$ cat src/rtl/poly_ring_pkg.sv
// poly_ring_pkg
//   Shared constants for the GF(2)[x]/(x^N_BITS-1) accumulator datapath and
//   the state type of the fold writer FSM.
//   No ports (package).
package poly_ring_pkg;

  localparam int WORD_WIDTH    = 32;
  localparam int N_BITS        = 17669;
  localparam int LAST_WORD_IDX = N_BITS / WORD_WIDTH;   // 552: partial top word
  localparam int LAST_BITS     = N_BITS % WORD_WIDTH;   // 5 valid bits in it
  localparam int ADDR_W        = 10;
  localparam int POS_W         = 15;                    // ring bit position width
  localparam int CNT_W         = 6;                     // 0..32 bits-consumed counter

  typedef enum logic [1:0] {
    ST_IDLE = 2'd0,
    ST_RD   = 2'd1,
    ST_WR   = 2'd2
  } fsm_state_t;

endpackage

$ cat src/rtl/fold_seg_calc.sv
// fold_seg_calc
//   Combinational segment splitter. Given the current ring position p, the
//   number of word bits already consumed c and the source word, it computes
//   the RAM word touched by the next segment, how many bits fit there, the
//   bits to XOR into that RAM word, and where the following segment starts.
// Ports
//   p       in   POS_W       ring position of the first bit of this segment
//   c       in   CNT_W       source bits already consumed (0..32)
//   word    in   WORD_WIDTH  source word
//   addr    out  ADDR_W      RAM word index (p >> 5)
//   len     out  CNT_W       bits placed by this segment (0 when c == 32)
//   field   out  WORD_WIDTH  segment bits aligned to their RAM bit offset
//   p_next  out  POS_W       start position of the next segment (folded to 0)
//   c_next  out  CNT_W       c + len
//   wrap    out  1           segment ends at N_BITS and bits remain, so the
//                            next segment lands at word 0
module fold_seg_calc
  import poly_ring_pkg::*;
(
  input  logic [POS_W-1:0]      p,
  input  logic [CNT_W-1:0]      c,
  input  logic [WORD_WIDTH-1:0] word,
  output logic [ADDR_W-1:0]     addr,
  output logic [CNT_W-1:0]      len,
  output logic [WORD_WIDTH-1:0] field,
  output logic [POS_W-1:0]      p_next,
  output logic [CNT_W-1:0]      c_next,
  output logic                  wrap
);

  logic [4:0]            off;
  logic [CNT_W-1:0]      cap;
  logic [CNT_W-1:0]      rem;
  logic [WORD_WIDTH-1:0] mask;
  logic [WORD_WIDTH-1:0] shifted;
  logic [POS_W-1:0]      p_sum;

  assign addr = p[POS_W-1:5];
  assign off  = p[4:0];

  // The top word only holds LAST_BITS ring bits; never spill above them.
  assign cap = (addr == ADDR_W'(LAST_WORD_IDX)) ? (CNT_W'(LAST_BITS) - {1'b0, off})
                                                : (CNT_W'(WORD_WIDTH) - {1'b0, off});
  assign rem = CNT_W'(WORD_WIDTH) - c;
  assign len = (cap < rem) ? cap : rem;

  // Thermometer mask of len ones; len may be a full 32.
  generate
    for (genvar gi = 0; gi < WORD_WIDTH; gi++) begin : g_mask
      assign mask[gi] = (CNT_W'(gi) < len);
    end
  endgenerate

  assign shifted = word >> c;
  assign field   = (shifted & mask) << off;

  assign p_sum  = p + POS_W'(len);
  assign c_next = c + len;
  assign p_next = (p_sum == POS_W'(N_BITS)) ? '0 : p_sum;
  // Reaching N_BITS exactly on the last bit of the word is not a fold.
  assign wrap   = (p_sum == POS_W'(N_BITS)) && (c_next != CNT_W'(WORD_WIDTH));

endmodule

$ cat src/rtl/acc_wrap_fold_writer.sv
// acc_wrap_fold_writer
//   XOR-accumulates one 32-bit partial-product word into the accumulator RAM
//   at ring position in_bit_pos of GF(2)[x]/(x^N_BITS-1). The word is split
//   into 1..3 read-modify-write segments; bits passing position N_BITS-1 fold
//   back to word 0. Bits of the top word above LAST_BITS are never set.
// Optional feature macro: WRAP_COUNT_EN adds wrap_count, a saturating count
//   of words whose bits folded past N_BITS-1 into word 0.
// Ports
//   clk         in   1   clock
//   rst_n       in   1   asynchronous active-low reset
//   in_valid    in   1   input word valid
//   in_ready    out  1   high only while idle
//   in_word     in   32  bit i lands at (in_bit_pos + i) mod N_BITS
//   in_bit_pos  in   15  ring position of in_word[0]
//   mem_en      out  1   RAM access strobe
//   mem_we      out  1   1 = write, 0 = read
//   mem_addr    out  10  RAM word address
//   mem_wdata   out  32  write data (read data XOR segment field)
//   mem_rdata   in   32  read data, valid the cycle after a read strobe
//   done        out  1   pulse: all segments written
//   err_range   out  1   pulse: accepted position >= N_BITS, word dropped
//   wrap_count  out  16  (WRAP_COUNT_EN only) folded-word counter
module acc_wrap_fold_writer
  import poly_ring_pkg::*;
(
  input  logic                  clk,
  input  logic                  rst_n,
  input  logic                  in_valid,
  output logic                  in_ready,
  input  logic [WORD_WIDTH-1:0] in_word,
  input  logic [POS_W-1:0]      in_bit_pos,
  output logic                  mem_en,
  output logic                  mem_we,
  output logic [ADDR_W-1:0]     mem_addr,
  output logic [WORD_WIDTH-1:0] mem_wdata,
  input  logic [WORD_WIDTH-1:0] mem_rdata,
  output logic                  done,
  output logic                  err_range
`ifdef WRAP_COUNT_EN
  ,
  output logic [15:0]           wrap_count
`endif
);

  fsm_state_t            state_reg;
  logic [WORD_WIDTH-1:0] word_reg;
  logic [POS_W-1:0]      p_reg;        // start of the segment after the current one
  logic [CNT_W-1:0]      c_reg;        // bits consumed once the current segment is written
  logic [WORD_WIDTH-1:0] field_reg;
  logic [ADDR_W-1:0]     addr_reg;
  logic                  wrapped_reg;
  logic                  in_ready_reg;
  logic                  mem_en_reg;
  logic                  mem_we_reg;
  logic                  done_reg;
  logic                  err_reg;

  logic [POS_W-1:0]      calc_p;
  logic [CNT_W-1:0]      calc_c;
  logic [WORD_WIDTH-1:0] calc_word;
  logic [ADDR_W-1:0]     seg_addr;
  logic [CNT_W-1:0]      seg_len;
  logic [WORD_WIDTH-1:0] seg_field;
  logic [POS_W-1:0]      seg_p_next;
  logic [CNT_W-1:0]      seg_c_next;
  logic                  seg_wrap;
  logic                  last_seg;

  // While idle the calculator looks straight at the input so the first
  // segment address is ready to register on the accept edge.
  assign calc_p    = (state_reg == ST_IDLE) ? in_bit_pos : p_reg;
  assign calc_c    = (state_reg == ST_IDLE) ? '0         : c_reg;
  assign calc_word = (state_reg == ST_IDLE) ? in_word    : word_reg;

  fold_seg_calc u_seg_calc (
    .p      (calc_p),
    .c      (calc_c),
    .word   (calc_word),
    .addr   (seg_addr),
    .len    (seg_len),
    .field  (seg_field),
    .p_next (seg_p_next),
    .c_next (seg_c_next),
    .wrap   (seg_wrap)
  );

  assign last_seg = (c_reg == CNT_W'(WORD_WIDTH));

  always_ff @(posedge clk or negedge rst_n) begin
    if (!rst_n) begin
      state_reg    <= ST_IDLE;
      word_reg     <= '0;
      p_reg        <= '0;
      c_reg        <= '0;
      field_reg    <= '0;
      addr_reg     <= '0;
      wrapped_reg  <= 1'b0;
      in_ready_reg <= 1'b1;
      mem_en_reg   <= 1'b0;
      mem_we_reg   <= 1'b0;
      done_reg     <= 1'b0;
      err_reg      <= 1'b0;
    end else begin
      done_reg <= 1'b0;
      err_reg  <= 1'b0;
      unique case (state_reg)
        ST_IDLE: begin
          if (in_valid && in_ready_reg) begin
            if (in_bit_pos >= POS_W'(N_BITS)) begin
              err_reg <= 1'b1;
            end else begin
              word_reg     <= in_word;
              addr_reg     <= seg_addr;
              field_reg    <= seg_field;
              p_reg        <= seg_p_next;
              c_reg        <= seg_c_next;
              wrapped_reg  <= seg_wrap;
              in_ready_reg <= 1'b0;
              mem_en_reg   <= 1'b1;
              mem_we_reg   <= 1'b0;
              state_reg    <= ST_RD;
            end
          end
        end
        ST_RD: begin
          mem_we_reg <= 1'b1;
          state_reg  <= ST_WR;
        end
        ST_WR: begin
          if (last_seg) begin
            mem_en_reg   <= 1'b0;
            mem_we_reg   <= 1'b0;
            in_ready_reg <= 1'b1;
            done_reg     <= 1'b1;
            state_reg    <= ST_IDLE;
          end else begin
            addr_reg    <= seg_addr;
            field_reg   <= seg_field;
            p_reg       <= seg_p_next;
            c_reg       <= seg_c_next;
            wrapped_reg <= wrapped_reg | seg_wrap;
            mem_we_reg  <= 1'b0;
            state_reg   <= ST_RD;
          end
        end
        default: state_reg <= ST_IDLE;
      endcase
    end
  end

  assign in_ready  = in_ready_reg;
  assign mem_en    = mem_en_reg;
  assign mem_we    = mem_we_reg;
  assign mem_addr  = addr_reg;
  // Read data arrives during the write cycle, so the merge is combinational.
  assign mem_wdata = (state_reg == ST_WR) ? (mem_rdata ^ field_reg) : '0;
  assign done      = done_reg;
  assign err_range = err_reg;

`ifdef WRAP_COUNT_EN
  logic [15:0] wrap_count_reg;

  always_ff @(posedge clk or negedge rst_n) begin
    if (!rst_n) begin
      wrap_count_reg <= '0;
    end else if ((state_reg == ST_WR) && last_seg && wrapped_reg &&
                 (wrap_count_reg != 16'hFFFF)) begin
      wrap_count_reg <= wrap_count_reg + 16'd1;
    end
  end

  assign wrap_count = wrap_count_reg;
`endif

endmodule

$ cat config.mk
export PLATFORM = sky130hd
export DESIGN_NAME = acc_wrap_fold_writer
export DESIGN_NICKNAME = d
export VERILOG_FILES = /design/src/rtl/poly_ring_pkg.sv /design/src/rtl/fold_seg_calc.sv /design/src/rtl/acc_wrap_fold_writer.sv
export SDC_FILE = /design/constraint.sdc
export NUM_CORES = 1
export LEC_CHECK = 0
export CORE_MARGIN = 8
export CORE_UTILIZATION = 50
export CTS_CLUSTER_DIAMETER = 80
export CTS_CLUSTER_SIZE = 20
export DETAILED_ROUTE_END_ITERATION = 8
export MAX_ROUTING_LAYER = met4
export PLACE_DENSITY_LB_ADDON = 0.05
export REMOVE_ABC_BUFFERS = 1
export SLEW_MARGIN = 20
export SYNTH_ARGS = -nofsm -noshare
export SYNTH_HDL_FRONTEND = slang
export SYNTH_HIERARCHICAL = 1
export SYNTH_SLANG_ARGS = --single-unit
$ cat constraint.sdc
create_clock -name clk -period 13 [get_ports clk]
set_clock_uncertainty 0.15 [all_clocks]
set_input_delay 2.6 -clock clk [delete_from_list [all_inputs] [get_ports clk]]
set_output_delay 2.6 -clock clk [all_outputs]
set_load 0.01 [all_outputs]
==> flow_summary.toml, run 1 <==
[sta]
rsz0062_at_grt = "no"
relSlewSlack_pct = 20.79
fmax_mhz = 91.97
finalCriticalPeriod_ns = 10.87
layout_worst_path_cycle_share_pct = 83.64
hold_viol = 0
worst_slew_pin_slew_ns = 1.158
finalMaxSlewViolations = 0
setup_violations = 0

[placement]
gp_congestion = 1.006
io_buffers = 128
hpwl_um = 34280
dp.cells = 1907

[setup_path]
crit_buf_inv = 4
max_stage_delay_ns = 0.57
cp_top_family = "simple AND/OR/NAND/NOR gates"
crit_slowest_cell = "mux2_2"
cp-start-kind = "input port"
cp_max_fo = 40
end_kind = "flop"
worstPathRequired_ns = 13.08
path_class = "input port to flop"
arrival_ns = 10.95

[routing]
ant_nets = 0
drt-total-wl_um = 47260
vias = 13420
vias_per_cell = 6.973
wl_per_cell_um = 24.55
drc = 0
drtIter0Drc = 1553
drt_first_pass_iters = 6

[logic_synthesis]
yosys_warnings = 6
netlist_area_mm2 = 0.01332
synth.avg_cell_area_um2 = 8.461
postSynthCellCount = 1574

[finish]
final_nets = 1688
fin_cells = 1925
area_delta_synth_final_pct = 11.79
final_cell_mix = "clkdlybuf4s50_1, nor2_1, dfrtp_1, mux2i_1, nand2_1"
drive_gt1_share_pct = 14.48
layout_commonest_cell = "clkdlybuf4s50_1"
utilization_pct = 56.97
fillers = 2421

[cts]
ctsResizeCount = 0
path_clk_slew_ns = 0.08
cts_made_buffers = 9
cts_tree = "yes"
cts_setup_buffers = 0
clk-insertion-delay-late_ns = 0.37
clk_path_buf_depth = 2
clock_sinks = 102
htreeDepth = 3
ctsHoldBuffers = 0
cts_root_buffer = "clkbuf_16"

[grt]
grt_max_degree = 78
grt_pass1_vias = 13010
antenna_found_initial = 0
grt_pass1_wl_um = 75080
grt.total_usage_pct = 30.19
overflow = 0

[floorplan]
start_util_pct = 50.96
dieArea_mm2 = 0.03211
die_w_um = 179.2
boundaryPins = 129
rows = 59
dieHeight_um = 179.2
core_mm2 = 0.02613

[status]
status = "finished clean"

[flow_run]
maxCapViolCount = 0

[hold_path]
min-delay-path-class = "flop to flop"
final cells by class:
cell class / instances / area, um2 / area share (%)
clock inverter: 6 / 68.82 / 0.4622
antenna: 2 / 5.005 / 0.03362
timing repair buffer: 161 / 1526 / 10.25
inverter: 24 / 90.09 / 0.6051
tap: 335 / 419.2 / 2.815
clock buffer: 10 / 229.0 / 1.538
multi-input combinational: 1285 / 9996 / 67.14
sequential: 102 / 2554 / 17.15
metal layers:
layer / global-route usage [%] / wire, um / vias up
met5: - / 0 / -
met4: 8.469 / 1400 / 0
met3: 5.034 / 3646 / 107
met2: 45.89 / 21150 / 662
met1: 40.89 / 21060 / 6557
li1: - / - / 6097
stage by stage:
step / hold WS (ns) / cell area (um2) / setup slack [ns] / setup TNS [ns]
2_1_floorplan: 0.3041 / 12580 / -0.4141 / -1.242
3_3_place_gp: 0.3131 / 14590 / 1.998 / 0
3_5_place_dp: 0.3204 / 14590 / 1.792 / 0
4_1_cts: 0.3402 / 14880 / 2.189 / 0
5_1_grt: 0.3538 / 14880 / 1.590 / 0
6_report: 0.3329 / 14890 / 2.127 / 0
path summary, 6_finish.rpt:
path	cells past startpoint	end	slack (ns)	startpoint
setup reg to reg	33	p_reg[0]	3.17	state_reg[1]
setup / recovery	31	p_reg[0]	2.13	in_bit_pos[2]
min in group asynchronous	1	word_reg[3]	2.07	rst_n
hold reg to reg	1	mem_en	0.33	mem_en
hold / removal	1	mem_en	0.33	mem_en
max in group asynchronous	2	field_reg[3]	9.38	rst_n
Power of run 1 is not shown: default switching activity piles up to over one toggle a cycle in this logic, so the estimate is an artifact.
==> inputs of run 2 (changes only) <==
==> constraint.sdc (replaced) <==
create_clock -name clk -period 11.2 [get_ports clk]
set_clock_uncertainty 0.15 [all_clocks]
set_input_delay 2.24 -clock clk [delete_from_list [all_inputs] [get_ports clk]]
set_output_delay 2.24 -clock clk [all_outputs]
set_load 0.01 [all_outputs]
==> run 2 against run 1 <==
- largest cell class unchanged
- clock-buffer cell count shrank 1
- die area is the same
- utilization grew 0.12 points
- sequential cell count is the same
- wire length shrank 0.61%
- register-to-register slack lost 0.70 ns
- worst setup slack lost 0.84 ns
- critical path depth shrank 5
- final cell count is the same
- via count is essentially flat
- first-iteration DRC count shrank 6.6%
==> flow_summary.toml, run 2 (synthesized netlist as in run 1, its figures left out) <==
[setup_path]
cp-start-kind = "input port"
end_kind = "flop"
worstPathRequired_ns = 11.28
reg2reg_depth = 28
timing.rr.start = "state_reg[0]"
path_class = "input port to flop"
cp_max_fo = 10
r2r_end = "p_reg[14]"
arrival_ns = 10.00
regToRegSetupSlack_ns = 2.47

[finish]
final_cell_mix = "clkdlybuf4s50_1, nor2_1, dfrtp_1, mux2i_1, nand2_1"
utilization_pct = 57.09
final_nets = 1690
layout_commonest_cell = "clkdlybuf4s50_1"
area_delta_synth_final_pct = 12.03
drive_gt1_share_pct = 14.65
diodes = 0
fin_cells = 1925
fillers = 2425

[grt]
overflow = 0
grt_pass1_vias = 12700
grt_pass1_wl_um = 73210
antenna_found_initial = 0
grt_max_degree = 79
grt.total_usage_pct = 29.53

[routing]
drt-total-wl_um = 46970
wl_met3_um = 3553
drtIter0Drc = 1451
vias_per_cell = 6.976
drc = 0
ant_nets = 0
wl_per_cell_um = 24.40
topRoutingLayerUsed = "met4"
vias = 13430
drt_first_pass_iters = 6
wl_met1_um = 20530
met2_length_um = 21670

[floorplan]
rows = 59
dieArea_mm2 = 0.03211
die_w_um = 179.2
boundaryPins = 129
core_mm2 = 0.02613
dieHeight_um = 179.2
start_util_pct = 50.96

[cts]
cts_root_buffer = "clkbuf_16"
clock_sinks = 102
path_clk_slew_ns = 0.09
ctsHoldBuffers = 0
clk-insertion-delay-late_ns = 0.37
cts_made_buffers = 9
cts_setup_buffers = 0
ctsResizeCount = 0
cts_tree = "yes"
htreeDepth = 3
clk_path_buf_depth = 2

[sta]
relSlewSlack_pct = 21.90
fmax_mhz = 100.8
setup_violations = 0
layout_worst_path_cycle_share_pct = 88.54
rsz0062_at_grt = "no"
fin_setup_tns_ns = 0
hold_viol = 0
worst_slew_pin_slew_ns = 1.157
finalCriticalPeriod_ns = 9.917
finalMaxSlewViolations = 0

[hold_path]
whs_path_depth = 1
whs_endpoint = "word_reg[30]"
worstHoldStart = "word_reg[30]"
min-delay-path-class = "flop to flop"

[placement]
io_buffers = 128
gp_congestion = 1.064
dp.cells = 1909
hpwl_um = 33940

[flow_run]
maxCapViolCount = 0

[status]
status = "finished clean"
-- run 2: changes by cell type in the layout (fill, tap and decap cells not counted), sizes merged --
| cell | before | now |
|---|---|---|
| clkinv | 5 | 6 |
| clkbuf | 10 | 9 |
| diode | 2 | 0 |
| buf | 34 | 36 |
-- run 2: routing by layer --
metal / up-vias / global-route usage, %
met5: - / -
met4: 0 / 8.157
met3: 88 / 4.528
met2: 638 / 46.13
met1: 6600 / 39.27
li1: 6103 / -
-- run 2: metrics by stage --
step	worst slack, ns	instance area [um2]	hold WS (ns)
5_1_grt	0.9721	14920	0.3501
6_report	1.283	14920	0.3385
3_5_place_dp	1.068	14600	0.3208
4_1_cts	1.443	14920	0.3428
3_3_place_gp	1.260	14600	0.3133
2_1_floorplan	-2.214	12580	0.3041
-- run 2: cell type report --
cell class | instances | area [um2] | share of cell area, %
flip-flops and latches | 102 | 2554 | 17.12
clock buffers | 9 | 225.2 | 1.510
inverters | 24 | 90.09 | 0.6038
multi-input cells | 1285 | 9996 | 67.00
repair buffers | 163 | 1541 | 10.33
well taps | 335 | 419.2 | 2.809
clock inverters | 7 | 93.84 | 0.6290
-- run 2: critical path: stages --
cell             delay [ns]
clkdlybuf4s50_1        0.46
mux2_2                 0.36
or4b_1                 0.75
o311ai_1               0.39
nand3_2                0.27
clkinv_1               0.26
ha_1                   0.28
a21oi_1                0.20
o21a_1                 0.34
nand2_1                0.32
o31a_1                 0.37
ha_1                   0.22
fa_1                   0.40
a21o_1                 0.20
a21o_1                 0.20
a21o_1                 0.18
a21oi_1                0.35
nor2b_1                0.16
and4_1                 0.24
xor2_1                 0.15
or3b_2                 0.48
or4_1                  0.57
and2_1                 0.20
and2_1                 0.15
mux2i_1                0.13
o211ai_1               0.10
-- run 2: worst max path at each step --
| stage | startpoint | endpoint | slack, ns |
|---|---|---|---|
| after floorplan | state_reg[1] | p_reg[0] | -2.21 |
| after global placement | in_bit_pos[9] | p_reg[0] | 1.26 |
| after detailed placement | in_bit_pos[9] | p_reg[14] | 1.07 |
| after CTS | in_bit_pos[9] | p_reg[0] | 1.44 |
| after global routing | in_bit_pos[9] | p_reg[2] | 0.97 |
| final | in_bit_pos[9] | p_reg[14] | 1.28 |
Power of run 2 is left out for the same reason.
==> inputs of run 3 (changes only) <==
--- a/config.mk
+++ b/config.mk
@@ -11,7 +11,7 @@
 export CTS_CLUSTER_SIZE = 20
 export DETAILED_ROUTE_END_ITERATION = 8
 export MAX_ROUTING_LAYER = met4
-export PLACE_DENSITY_LB_ADDON = 0.05
+export PLACE_DENSITY_LB_ADDON = 0.25
 export REMOVE_ABC_BUFFERS = 1
 export SLEW_MARGIN = 20
 export SYNTH_ARGS = -nofsm -noshare
==> run 3 against run 2 <==
- die area is the same
- largest cell class unchanged
- critical path depth up 1
- maximum frequency grew 1.6%
- worst setup slack improved by 0.15 ns
==> flow_summary.toml, run 3 (synthesized netlist as in run 1, its figures left out) <==
[status]
status = "finished clean"

[floorplan]
rows = 59
die_w_um = 179.2
dieArea_mm2 = 0.03211
dieHeight_um = 179.2
boundaryPins = 129
start_util_pct = 50.96
core_mm2 = 0.02613

[routing]
drt-total-wl_um = 48620
vias = 13450
drt_first_pass_iters = 5
drtIter0Drc = 1452
drc = 0
vias_per_cell = 6.974
wl_per_cell_um = 25.21
ant_nets = 0

[finish]
final_nets = 1694
drive_gt1_share_pct = 14.87
layout_commonest_cell = "clkdlybuf4s50_1"
diodes = 0
final_cell_mix = "clkdlybuf4s50_1, nor2_1, dfrtp_1, mux2i_1, nand2_1"
area_delta_synth_final_pct = 12.05

[flow_run]
maxCapViolCount = 0

[cts]
clk_path_buf_depth = 2
clk-insertion-delay-late_ns = 0.37
ctsResizeCount = 0
path_clk_slew_ns = 0.09
cts_tree = "yes"
cts_root_buffer = "clkbuf_16"
ctsHoldBuffers = 0
htreeDepth = 3
cts_made_buffers = 9
cts_setup_buffers = 0
clock_sinks = 102

[grt]
grt_pass1_wl_um = 76360
grt_max_degree = 70
antenna_found_initial = 0
grt.total_usage_pct = 30.93
grt_pass1_vias = 12890
overflow = 0

[setup_path]
cp-start-kind = "input port"
timing.rr.start = "state_reg[1]"
max_stage_delay_ns = 0.74
cp_common_cell = "a21o_1"
worstPathRequired_ns = 11.29
crit_slowest_cell = "or4b_1"
path_class = "input port to flop"
end_kind = "flop"
cp_top_family = "simple AND/OR/NAND/NOR gates"
cp-startpoint = "in_bit_pos[12]"
crit_buf_inv = 3
cp_max_fo = 14
arrival_ns = 9.85

[sta]
fmax_mhz = 102.4
fin_setup_tns_ns = 0
worst_slew_pin_slew_ns = 1.128
finalCriticalPeriod_ns = 9.765
layout_worst_path_cycle_share_pct = 87.18
setup_violations = 0
relSlewSlack_pct = 22.87
hold_viol = 0
finalMaxSlewViolations = 0
whs_ns = 0.3289
rsz0062_at_grt = "no"

[placement]
hpwl_um = 35330
gp_congestion = 1.065
io_buffers = 128

[hold_path]
min-delay-path-class = "flop to flop"
worstHoldStart = "mem_en"
==> run 3: cell types whose count changed in the layout (fill, tap and decap cells not counted) <==
cell        before  now
clkinvlp_4       1    3
clkinv_8         1    0
clkinv_4         2    1
bufinv_16        1    0
clkbuf_8         0    1
buf_4           36   40
==> run 3: layer usage <==
metal  part of all wire (%)  wire length, um  GRT usage [%]  vias up
li1                       -                -              -     6111
met1                     44            21300          41.35     6636
met2                     47            22860          49.21      662
met3                    7.6             3715          4.549       44
met4                    1.5              743          6.317        0
met5                      0                0              -        -
==> run 3: per-stage QoR <==
stage	util (%)	instance area (um2)	std cells	worst slack, ns
2_1_floorplan	-	12580	1411	-2.214
3_3_place_gp	55.98	14630	1913	1.345
3_5_place_dp	55.98	14630	1913	1.131
4_1_cts	57.11	14920	1929	1.507
5_1_grt	57.11	14920	1929	1.045
6_report	57.11	14920	1929	1.435
==> run 3: path summary, 6_finish.rpt <==
kind / to / slack (ns) / depth (start not counted)
worst min register to register: mem_en / 0.33 / 1
worst max register to register: p_reg[0] / 2.48 / 30
worst min-delay path: mem_en / 0.33 / 1
max in group asynchronous: field_reg[1] / 7.93 / 2
min in group asynchronous: word_reg[4] / 1.72 / 1
worst max-delay path: p_reg[0] / 1.44 / 27
==> run 3: cell type report <==
| type | count | area (um2) |
|---|---|---|
| Clock buffer | 10 | 239.0 |
| Clock inverter | 6 | 53.80 |
| Fill cell | 2438 | 11210 |
| Inverter | 24 | 90.09 |
| Multi-Input combinational cell | 1285 | 9996 |
| Sequential cell | 102 | 2554 |
| Tap cell | 335 | 419.2 |
| Timing Repair Buffer | 167 | 1572 |
==> run 3: worst reg2reg max path, delay by kind of cell (launching register included) <==
| family | cells | cell delay, ns |
|---|---|---|
| compound gates | 8 | 1.86 |
| xor+xnor | 1 | 0.16 |
| fa+ha+maj | 3 | 1.12 |
| buf+inv | 4 | 1.01 |
| flops | 1 | 0.36 |
| mux | 2 | 0.57 |
| simple gates | 12 | 3.35 |
Power of run 3 is left out for the same reason.
